===== config.mk =====
export PLATFORM = sky130hd
export DESIGN_NAME = leaf_stream_bridge
export DESIGN_NICKNAME = d
export VERILOG_FILES = /design/src/rtl/leaf_bridge_pkg.sv /design/src/rtl/leaf_bridge_fifo.sv /design/src/rtl/leaf_stream_bridge.sv
export SDC_FILE = /design/constraint.sdc
export NUM_CORES = 1
export LEC_CHECK = 0
export ABC_AREA = 0
export CORE_MARGIN = 2
export CORE_UTILIZATION = 30
export CTS_CLUSTER_SIZE = 8
export DETAILED_ROUTE_END_ITERATION = 8
export PLACE_DENSITY = 0.53
export SYNTH_ARGS = -nofsm -noshare
export SYNTH_HDL_FRONTEND = slang
export SYNTH_SLANG_ARGS = --single-unit
export TNS_END_PERCENT = 30

===== constraint.sdc =====
create_clock -name clk -period 4.7 [get_ports clk]
set_clock_uncertainty 0.2 [all_clocks]
set_input_delay 0.47 -clock clk [delete_from_list [all_inputs] [get_ports clk]]
set_output_delay 0.47 -clock clk [all_outputs]
set_load 0.005 [all_outputs]

===== src/rtl/leaf_bridge_pkg.sv =====
// Shared definitions for the leaf stream bridge: run-control state encoding and sizing helpers.
// Latency: n/a (compile-time definitions only).
// Backpressure: n/a.
package leaf_bridge_pkg;

  // Run-control FSM states (ap_ctrl_hs handshake sequencing).
  typedef enum logic [1:0] {
    IDLE  = 2'd0,
    START = 2'd1,
    WAIT  = 2'd2,
    DRAIN = 2'd3
  } state_e;

  // Ceiling log2, used to size FIFO pointers from the depth.
  function automatic int clog2(input int value);
    int r;
    int v;
    r = 0;
    v = value - 1;
    while (v > 0) begin
      r = r + 1;
      v = v >> 1;
    end
    return r;
  endfunction

  // Default channel FIFO sizing; pointers carry one extra wrap bit for full/empty.
  localparam int DEFAULT_FIFO_DEPTH = 4;
  localparam int DEFAULT_ADDR_BITS  = clog2(DEFAULT_FIFO_DEPTH);
  localparam int DEFAULT_PTR_BITS   = DEFAULT_ADDR_BITS + 1;

endpackage


===== src/rtl/leaf_bridge_fifo.sv =====
// Per-channel synchronous FIFO with valid/ready on both sides, registered storage.
// Latency: a word written on edge N is presented after edge N (1 cycle), no bypass.
// Backpressure: wr_rdy_o = not full (held low in reset and until the first edge after release).
module leaf_bridge_fifo
  import leaf_bridge_pkg::*;
#(
  parameter int PAYLOAD_BITS = 32,
  parameter int FIFO_DEPTH   = DEFAULT_FIFO_DEPTH
) (
  input  logic                    clk,
  input  logic                    reset_n,
  input  logic                    wr_vld_i,
  output logic                    wr_rdy_o,
  input  logic [PAYLOAD_BITS-1:0] wr_dat_i,
  output logic                    rd_vld_o,
  input  logic                    rd_rdy_i,
  output logic [PAYLOAD_BITS-1:0] rd_dat_o
);

  localparam int AW = clog2(FIFO_DEPTH);

  logic [AW:0]             wr_ptr_q, wr_ptr_d;
  logic [AW:0]             rd_ptr_q, rd_ptr_d;
  logic                    alive_q;
  logic                    full;
  logic                    empty;
  logic                    push;
  logic                    pop;
  logic [PAYLOAD_BITS-1:0] mem_q [FIFO_DEPTH];

  // Same index with differing wrap bit means the writer lapped the reader.
  assign full     = (wr_ptr_q[AW] != rd_ptr_q[AW]) && (wr_ptr_q[AW-1:0] == rd_ptr_q[AW-1:0]);
  assign empty    = (wr_ptr_q == rd_ptr_q);
  // alive_q keeps ready low through reset so every output reads 0 until the first edge after release.
  assign wr_rdy_o = alive_q & ~full;
  assign rd_vld_o = ~empty;
  assign rd_dat_o = empty ? '0 : mem_q[rd_ptr_q[AW-1:0]];
  assign push     = wr_vld_i & wr_rdy_o;
  assign pop      = rd_vld_o & rd_rdy_i;

  // Pointer advance on accepted push/pop; natural wrap through the extra bit.
  always_comb begin
    wr_ptr_d = wr_ptr_q + (AW+1)'(push);
    rd_ptr_d = rd_ptr_q + (AW+1)'(pop);
  end

  // Pointer and ready-enable registers; reset flushes the FIFO.
  always_ff @(posedge clk or negedge reset_n) begin
    if (!reset_n) begin
      wr_ptr_q <= '0;
      rd_ptr_q <= '0;
      alive_q  <= 1'b0;
    end else begin
      wr_ptr_q <= wr_ptr_d;
      rd_ptr_q <= rd_ptr_d;
      alive_q  <= 1'b1;
    end
  end

  // Storage write; contents need no reset because the output is gated by empty.
  always_ff @(posedge clk) begin
    if (push) begin
      mem_q[wr_ptr_q[AW-1:0]] <= wr_dat_i;
    end
  end

endmodule


===== src/rtl/leaf_stream_bridge.sv =====
// Bridge between leaf_interface vld/ack streams and HLS AXI-stream ports with per-channel FIFOs, word counters and ap_ctrl_hs run control.
// Latency: 1 cycle through each channel FIFO; done pulses the cycle after DRAIN sees all output FIFOs empty.
// Backpressure: each side's ready is its FIFO's not-full; FIFOs move data regardless of FSM state.
module leaf_stream_bridge
  import leaf_bridge_pkg::*;
#(
  parameter int NUM_IN_PORTS  = 2,
  parameter int NUM_OUT_PORTS = 2,
  parameter int PAYLOAD_BITS  = 32,
  parameter int FIFO_DEPTH    = 4,
  parameter int CNT_BITS      = 16
) (
  input  logic                                    clk,
  input  logic                                    reset_n,
  input  logic                                    run_req,
  input  logic                                    auto_restart,
  output logic                                    busy,
  output logic                                    done,
  output logic                                    ap_start,
  input  logic                                    ap_ready,
  input  logic                                    ap_done,
  input  logic [NUM_IN_PORTS*PAYLOAD_BITS-1:0]    if_dout,
  input  logic [NUM_IN_PORTS-1:0]                 if_vld,
  output logic [NUM_IN_PORTS-1:0]                 if_ack,
  output logic [NUM_IN_PORTS*PAYLOAD_BITS-1:0]    usr_in_tdata,
  output logic [NUM_IN_PORTS-1:0]                 usr_in_tvalid,
  input  logic [NUM_IN_PORTS-1:0]                 usr_in_tready,
  input  logic [NUM_OUT_PORTS*PAYLOAD_BITS-1:0]   usr_out_tdata,
  input  logic [NUM_OUT_PORTS-1:0]                usr_out_tvalid,
  output logic [NUM_OUT_PORTS-1:0]                usr_out_tready,
  output logic [NUM_OUT_PORTS*PAYLOAD_BITS-1:0]   if_din,
  output logic [NUM_OUT_PORTS-1:0]                if_vld_out,
  input  logic [NUM_OUT_PORTS-1:0]                if_ack_in,
  output logic [NUM_IN_PORTS*CNT_BITS-1:0]        in_cnt,
  output logic [NUM_OUT_PORTS*CNT_BITS-1:0]       out_cnt
);

  state_e state_q, state_d;
  logic   done_q, done_d;
  logic   cnt_clr;
  logic   out_empty;

  // DRAIN may only finish once nothing is left for leaf_interface.
  assign out_empty = ~|if_vld_out;
  assign busy      = (state_q != IDLE);
  assign done      = done_q;

  // Next-state and ap_start decode for the ap_ctrl_hs handshake.
  always_comb begin
    state_d  = state_q;
    ap_start = 1'b0;
    cnt_clr  = 1'b0;
    done_d   = 1'b0;
    case (state_q)
      IDLE: begin
        if (run_req) begin
          state_d = START;
          cnt_clr = 1'b1;
        end
      end
      START: begin
        ap_start = 1'b1;
        // ap_done is deliberately ignored here; it is only honoured in WAIT.
        if (ap_ready) state_d = WAIT;
      end
      WAIT: begin
        if (ap_done) state_d = auto_restart ? START : DRAIN;
      end
      DRAIN: begin
        if (out_empty) begin
          state_d = IDLE;
          done_d  = 1'b1;
        end
      end
      default: state_d = IDLE;
    endcase
  end

  // FSM state and registered done pulse.
  always_ff @(posedge clk or negedge reset_n) begin
    if (!reset_n) begin
      state_q <= IDLE;
      done_q  <= 1'b0;
    end else begin
      state_q <= state_d;
      done_q  <= done_d;
    end
  end

  for (genvar g = 0; g < NUM_IN_PORTS; g++) begin : g_in
    logic [CNT_BITS-1:0] cnt_q, cnt_d;

    leaf_bridge_fifo #(
      .PAYLOAD_BITS (PAYLOAD_BITS),
      .FIFO_DEPTH   (FIFO_DEPTH)
    ) u_fifo (
      .clk      (clk),
      .reset_n  (reset_n),
      .wr_vld_i (if_vld[g]),
      .wr_rdy_o (if_ack[g]),
      .wr_dat_i (if_dout[g*PAYLOAD_BITS +: PAYLOAD_BITS]),
      .rd_vld_o (usr_in_tvalid[g]),
      .rd_rdy_i (usr_in_tready[g]),
      .rd_dat_o (usr_in_tdata[g*PAYLOAD_BITS +: PAYLOAD_BITS])
    );

    // Count words delivered to the kernel; a new run restarts the count.
    always_comb begin
      cnt_d = cnt_q;
      if (cnt_clr) cnt_d = '0;
      else if (usr_in_tvalid[g] && usr_in_tready[g]) cnt_d = cnt_q + CNT_BITS'(1);
    end

    // Delivered-word counter register.
    always_ff @(posedge clk or negedge reset_n) begin
      if (!reset_n) cnt_q <= '0;
      else          cnt_q <= cnt_d;
    end

    assign in_cnt[g*CNT_BITS +: CNT_BITS] = cnt_q;
  end

  for (genvar g = 0; g < NUM_OUT_PORTS; g++) begin : g_out
    logic [CNT_BITS-1:0] cnt_q, cnt_d;

    leaf_bridge_fifo #(
      .PAYLOAD_BITS (PAYLOAD_BITS),
      .FIFO_DEPTH   (FIFO_DEPTH)
    ) u_fifo (
      .clk      (clk),
      .reset_n  (reset_n),
      .wr_vld_i (usr_out_tvalid[g]),
      .wr_rdy_o (usr_out_tready[g]),
      .wr_dat_i (usr_out_tdata[g*PAYLOAD_BITS +: PAYLOAD_BITS]),
      .rd_vld_o (if_vld_out[g]),
      .rd_rdy_i (if_ack_in[g]),
      .rd_dat_o (if_din[g*PAYLOAD_BITS +: PAYLOAD_BITS])
    );

    // Count words accepted from the kernel; a new run restarts the count.
    always_comb begin
      cnt_d = cnt_q;
      if (cnt_clr) cnt_d = '0;
      else if (usr_out_tvalid[g] && usr_out_tready[g]) cnt_d = cnt_q + CNT_BITS'(1);
    end

    // Accepted-word counter register.
    always_ff @(posedge clk or negedge reset_n) begin
      if (!reset_n) cnt_q <= '0;
      else          cnt_q <= cnt_d;
    end

    assign out_cnt[g*CNT_BITS +: CNT_BITS] = cnt_q;
  end

endmodule


==> impl_metrics.yaml, run 1 <==
synth:
  synth_area_per_cell_um2: 18.56
  synth_cell_types: 45
  synthTopCellsByCount: "512 x edfxtp_1, 128 x mux4_2, 121 x nor2b_1"
  synth-xor-area-share: 0.01353
  ys.flop_type: "edfxtp_1"
  syn_nets: 1463
  async_flop_share: 0.1523
  syn-cell-area_um2: 24140
  synth_cells: 1301
  synth_edf_count: 512
  synth_top_family_by_area: "multiplexers"
  synthSimpleGateAreaFrac: 0.07267
  yosysWarningCount: 0
  muxShareOfSynthArea: 0.1202
  synth_top_area_share: 0.6369
  ys_seq_area_frac: 0.7322
  synthMostInstantiatedCell: "edfxtp_1"
  synth_compound_area_frac: 0.03421
  synth_area_leaders: "edfxtp_1 64%, mux4_2 12%, dfrtp_1 9.5%"
  ys_ff_latch: 604
  yosysTopAreaCell: "edfxtp_1"
  synth_adder_area_share: 0.01037
sta:
  fmax_ghz: 0.2661
  period_needed_ps: 3757
  tns_ps: 0
  tightest_slew_ps: 1136
  hold_ws_ps: 255.2
  rsz0062_at_grt: "false"
  final-max-slew-violation-count: 0
  hold_viol: 0
  min_period_over_period: 0.7995
  relSlewSlack: 0.2310
  setup_viol: 0
clocking:
  cts_hold_buf: 1
  cts_tree: "built"
  cts_made_buffers: 86
  cts.clk_slew.worst_paths_ps: 50
  cts_buffer_depth: 3
  post-cts-setup-buffer-count: 0
  clockRootBuffer: "clkbuf_16"
  clkLatencyLatePin_ps: 610
  htreeDepth: 3
  cts_resized: 0
  cts_num_sinks: 604
worst_setup_path:
  r2r_start: "g_in[0].u_fifo.rd_ptr_q[0]"
  rr_endpoint: "g_in[0].u_fifo.mem_q[1][3]"
  ff2ff_setup_slack_ps: 1690
  arrival_ps: 3090
  path_depth: 6
  worstPathBufferInverterCount: 3
  cp-start-kind: "register"
  r2r_cells: 4
  crit_end: "if_din[10]"
  worst_ep_required_time_ps: 4030
  cpMostUsedCell: "buf_4"
  critical_path.slowest_cell: "dfrtp_1"
  cp-startpoint: "g_out[0].u_fifo.rd_ptr_q[1]"
  worstPathMaxFanout: 26
  path_cells: "buf_4 -> xor2_1 -> nor3_2 -> buf_4 -> nor2b_1 -> clkdlybuf4s50_1"
  slowest_delay_ps: 630
  path_delay_family: "buffers and inverters"
  path_class: "reg -> out"
  cp-end-kind: "primary output"
routing:
  drcViolationCount: 0
  wl_um: 57170
  ant_nets: 0
  drtPass1Iterations: 4
  post_drt_via_cell_ratio: 4.694
  drt_iter0_drc: 671
  wire_per_inst_um: 20.32
  vias: 13200
finish:
  fin_nets: 1859
  design_area_um2: 31460
  drive_gt1_frac: 0.1674
  final_util: 0.3924
  syn2layout_area_growth_pct: 30.30
power:
  power_density_nw_per_um2: 620.6
  leakagePower_uw: 0.01050
  vdd_drop_max_v: 0.0003605
global_routing:
  grtUsageTotal: 0.1381
  grt_antenna_before_repair: 2
  grt_overflow: 0
  grt_max_degree: 56
  grt_pass1_vias: 14310
  grt_pass1_wl_um: 86650
job:
  cap_violations: 0
floorplanning:
  core_area_um2: 80160
  num_rows: 104
  io_pins: 345
  die_h_um: 287.7
  fp.dieArea_um2: 82750
  initial_utilization: 0.3012
  die_x_um: 287.7
worst_hold_path:
  hold_start: "ap_ready"
  worst_hold_path_type: "in -> reg"
place:
  place_congestion: 0.7515
  portBuffers: 344
  dpl.hpwl_um: 36620
  placed_area_um2: 28970
status:
  status: "complete, no violations"
## registers in the layout, indices dropped and copies added (netlist names)
signal                 cells
g_in.u_fifo.mem_q        256
g_out.u_fifo.mem_q       256
g_in.cnt_q                32
g_out.cnt_q               32
g_in.u_fifo.rd_ptr_q       6
g_in.u_fifo.wr_ptr_q       6
g_out.u_fifo.rd_ptr_q      6
g_out.u_fifo.wr_ptr_q      6
state_q                    2
done                       1
g_out.u_fifo.alive_q       1
## routing by layer
metal,vias to the layer above,part of all wire,wire (um),global-route usage
li1,5993,-,-,-
met1,6752,0.41,23370,0.1704
met2,351,0.50,28520,0.2297
met3,108,0.065,3731,0.04010
met4,0,0.027,1554,0.05181
met5,-,0,0,0
## worst min-delay path by stage
| stage | slack (ps) | depth (start not counted) | end |
|---|---|---|---|
| 2_1_floorplan | -30 | 0 | done |
| 3_3_place_gp | 280 | 1 | g_out[1].u_fifo.rd_ptr_q[2] |
| 3_5_place_dp | 290 | 1 | g_out[1].u_fifo.rd_ptr_q[2] |
| 4_1_cts | 200 | 3 | state_q[1] |
| 5_1_grt | 250 | 3 | state_q[1] |
| 6_report | 260 | 3 | state_q[1] |
## through the flow
| step | total power [uW] | setup slack [ps] | std cells |
|---|---|---|---|
| 6_report | 19520 | 942.6 | 2813 |
| 5_1_grt | 20640 | 700.4 | 2812 |
| 4_1_cts | 19980 | 796.4 | 2810 |
| 3_5_place_dp | 14150 | 1497 | 2668 |
| 3_3_place_gp | 14110 | 1478 | 2668 |
| 2_1_floorplan | 10470 | 410.3 | 1301 |
## where the power goes
group / internal [uW] / switching, uW / leakage, uW
Sequential: 6600 / 448 / 0.00585
Clock: 3430 / 2240 / 0.00119
Combinational: 3800 / 3000 / 0.00347
Total: 13800 / 5690 / 0.0105
## layout make-up
| class | instances | area (um2) |
|---|---|---|
| repair buffers | 379 | 3731 |
| diodes | 3 | 7.507 |
| well taps | 1060 | 1326 |
| inverters | 17 | 63.81 |
| flip-flops and latches | 604 | 17680 |
| clock buffers | 134 | 2364 |
| clock inverters | 7 | 102.6 |
| multi-input cells | 609 | 6178 |
| fillers | 7455 | 48700 |
## cells by family (layout without fill, tap and decap cells)
kind of cell	count (synthesis)	in the layout
AOI/OAI and AO/OA	130	130
xor gates and xnor gates	33	33
adders and majority gates	20	20
buffers and inverters	88	537
DFF	604	604
muxes	130	130
other	1	4
and+or+nand+nor	295	295
## worst reg2reg max path, cell delays in order, from the launching register on
cell,delay (ps)
dfrtp_2,750
xor2_2,410
o311a_1,270
nand2_1,110
nor2_4,870
## placed cells by master (no fill, tap or decap), types with 6 or more instances in the layout
cell type / count
a21oi_1: 47
and2b_1: 10
and3_1: 7
and4_1: 10
buf_4: 33
clkbuf_1: 46
clkbuf_16: 87
clkdlybuf4s50_1: 343
dfrtp_1: 88
edfxtp_1: 512
ha_1: 20
inv_1: 16
mux4_2: 128
nand2_1: 32
nand3_1: 21
nand4_1: 8
nor2_1: 17
nor2_4: 6
nor2b_1: 121
o21ai_0: 27
o31ai_1: 24
or3_1: 22
or4_1: 23
xnor2_1: 11
xor2_1: 17
Note: power is estimated with default switching activity, not from simulation.
==> inputs of run 2 (changes only) <==
==> constraint.sdc (replaced) <==
create_clock -name clk -period 3.5 [get_ports clk]
set_clock_uncertainty 0.2 [all_clocks]
set_input_delay 0.35 -clock clk [delete_from_list [all_inputs] [get_ports clk]]
set_output_delay 0.35 -clock clk [all_outputs]
set_load 0.005 [all_outputs]
==> impl_metrics.yaml, run 2 (synthesized netlist as in run 1, its figures left out) <==
status:
  status: "complete, no violations"
finish:
  instances_no_fill: 2833
  fill_cells: 7389
  design_area_um2: 31730
  final_cell_mix: "512 x edfxtp_1, 343 x clkdlybuf4s50_1, 128 x mux4_2, 121 x nor2b_1, 87 x dfrtp_1"
  multi_input_area_um2: 6181
  final_common_cell: "edfxtp_1"
  syn2layout_area_growth_pct: 31.43
  drive_gt1_frac: 0.1751
  fin_nets: 1877
  seq_area_um2: 17690
clocking:
  cts_num_sinks: 604
  clockRootBuffer: "clkbuf_16"
  htreeDepth: 3
  cts_buffer_depth: 3
  cts_made_buffers: 86
  post-cts-setup-buffer-count: 0
  cts.clk_slew.worst_paths_ps: 50
  cts_tree: "built"
  clkLatencyLatePin_ps: 630
floorplanning:
  die_h_um: 287.7
  initial_utilization: 0.3012
  core_area_um2: 80160
  fp.dieArea_um2: 82750
  die_x_um: 287.7
  num_rows: 104
  io_pins: 345
worst_setup_path:
  path_class: "reg -> out"
  worstPathMaxFanout: 20
  ff2ff_setup_slack_ps: 820
  cp-start-kind: "register"
  r2r_cells: 5
  arrival_ps: 2750
  r2r_start: "g_out[1].u_fifo.wr_ptr_q[0]"
  rr_endpoint: "g_out[1].u_fifo.mem_q[3][25]"
  worst_ep_required_time_ps: 2950
  cp-end-kind: "primary output"
routing:
  drt_iter0_drc: 631
  wire_per_inst_um: 20.57
  wl_um: 58270
  drtPass1Iterations: 4
  post_drt_via_cell_ratio: 4.673
  drcViolationCount: 0
  vias: 13240
  ant_nets: 0
worst_hold_path:
  worst_hold_path_type: "in -> async"
sta:
  period_needed_ps: 3301
  tightest_slew_ps: 851.8
  tns_ps: 0
  relSlewSlack: 0.4231
  min_period_over_period: 0.9431
  hold_viol: 0
  setup_viol: 0
  final-max-slew-violation-count: 0
  rsz0062_at_grt: "false"
  fmax_ghz: 0.3030
global_routing:
  grt_pass1_wl_um: 88200
  grtUsageTotal: 0.1414
  grt_overflow: 0
  grt_antenna_before_repair: 6
  grt_pass1_vias: 14200
  grt_max_degree: 52
power:
  finalPower_uw: 26550
  power_density_nw_per_um2: 836.9
  leakagePower_uw: 0.01064
  vdd_drop_max_v: 0.0004784
place:
  placed_area_um2: 29170
  dp.cells: 2686
  portBuffers: 344
  dpl.hpwl_um: 37090
  place_congestion: 0.7423
job:
  cap_violations: 0
run 2: worst max-delay path by stage:
stage	slack (ps)	endpoint	startpoint	depth (start not counted)
after floorplan	-640	g_out[0].u_fifo.mem_q[0][0]	g_out[0].u_fifo.rd_ptr_q[0]	4
after global placement	530	usr_in_tdata[10]	g_in[0].u_fifo.rd_ptr_q[2]	5
after detailed placement	490	usr_in_tdata[9]	g_in[0].u_fifo.wr_ptr_q[1]	5
after CTS	20	if_din[54]	g_out[1].u_fifo.wr_ptr_q[2]	5
after global routing	10	usr_in_tdata[18]	g_in[0].u_fifo.rd_ptr_q[2]	5
final	200	usr_in_tdata[18]	g_in[0].u_fifo.wr_ptr_q[1]	5
run 2: cell type report:
cell class	instances	share of cell area
Clock inverter	7	0.004850
Multi-Input combinational cell	609	0.1948
Clock buffer	136	0.07437
Sequential cell	604	0.5575
Antenna cell	3	0.0002366
Tap cell	1060	0.04180
Inverter	17	0.002011
Timing Repair Buffer	397	0.1245
run 2: report_power, final:
group          internal [uW]  leakage (uW)  switching (uW)  total, uW
clock network           4610       0.00119            3090       7710
logic                   5280       0.00360            4110       9390
registers               8860       0.00585             593       9460
run 2: worst max-delay path, cell delays in order (launching register included):
cell and delay [ps]:
dfrtp_1 490, xor2_2 210, nor3_4 660, buf_12 240, nor2b_1 60, clkdlybuf4s50_1 450
run 2: through the flow:
stage                 util  hold slack, ps  setup WS, ps
detailed placement  0.3639           218.5         489.5
floorplan                -          -145.6        -640.9
global placement    0.3639           214.9         529.0
CTS                 0.3956           91.67         20.61
global route        0.3958           122.4         12.43
finish              0.3958           101.9         199.3
run 2: repair_timing:
action | CTS | global route
setup endpoints to repair | 34 | 15
hold endpoints to repair | 41 | 0
hold buffers | 1 | 0
resized for setup | 3 | 4
run 2: per-layer routing:
metal | vias to the layer above | global-route usage | wire length, um
met5 | - | 0 | 42
met4 | 6 | 0.04715 | 1198
met3 | 84 | 0.04548 | 4166
met2 | 327 | 0.2310 | 28810
met1 | 6795 | 0.1774 | 24050
li1 | 6026 | - | -
==> inputs of run 3 (changes only) <==
--- a/config.mk
+++ b/config.mk
@@ -6,6 +6,7 @@
 export NUM_CORES = 1
 export LEC_CHECK = 0
 export ABC_AREA = 0
+export CAP_MARGIN = 0
 export CORE_MARGIN = 2
 export CORE_UTILIZATION = 30
 export CTS_CLUSTER_SIZE = 8
==> results of run 3 <==
No change in the layout: final DEF, timing and power equal those of run 2.
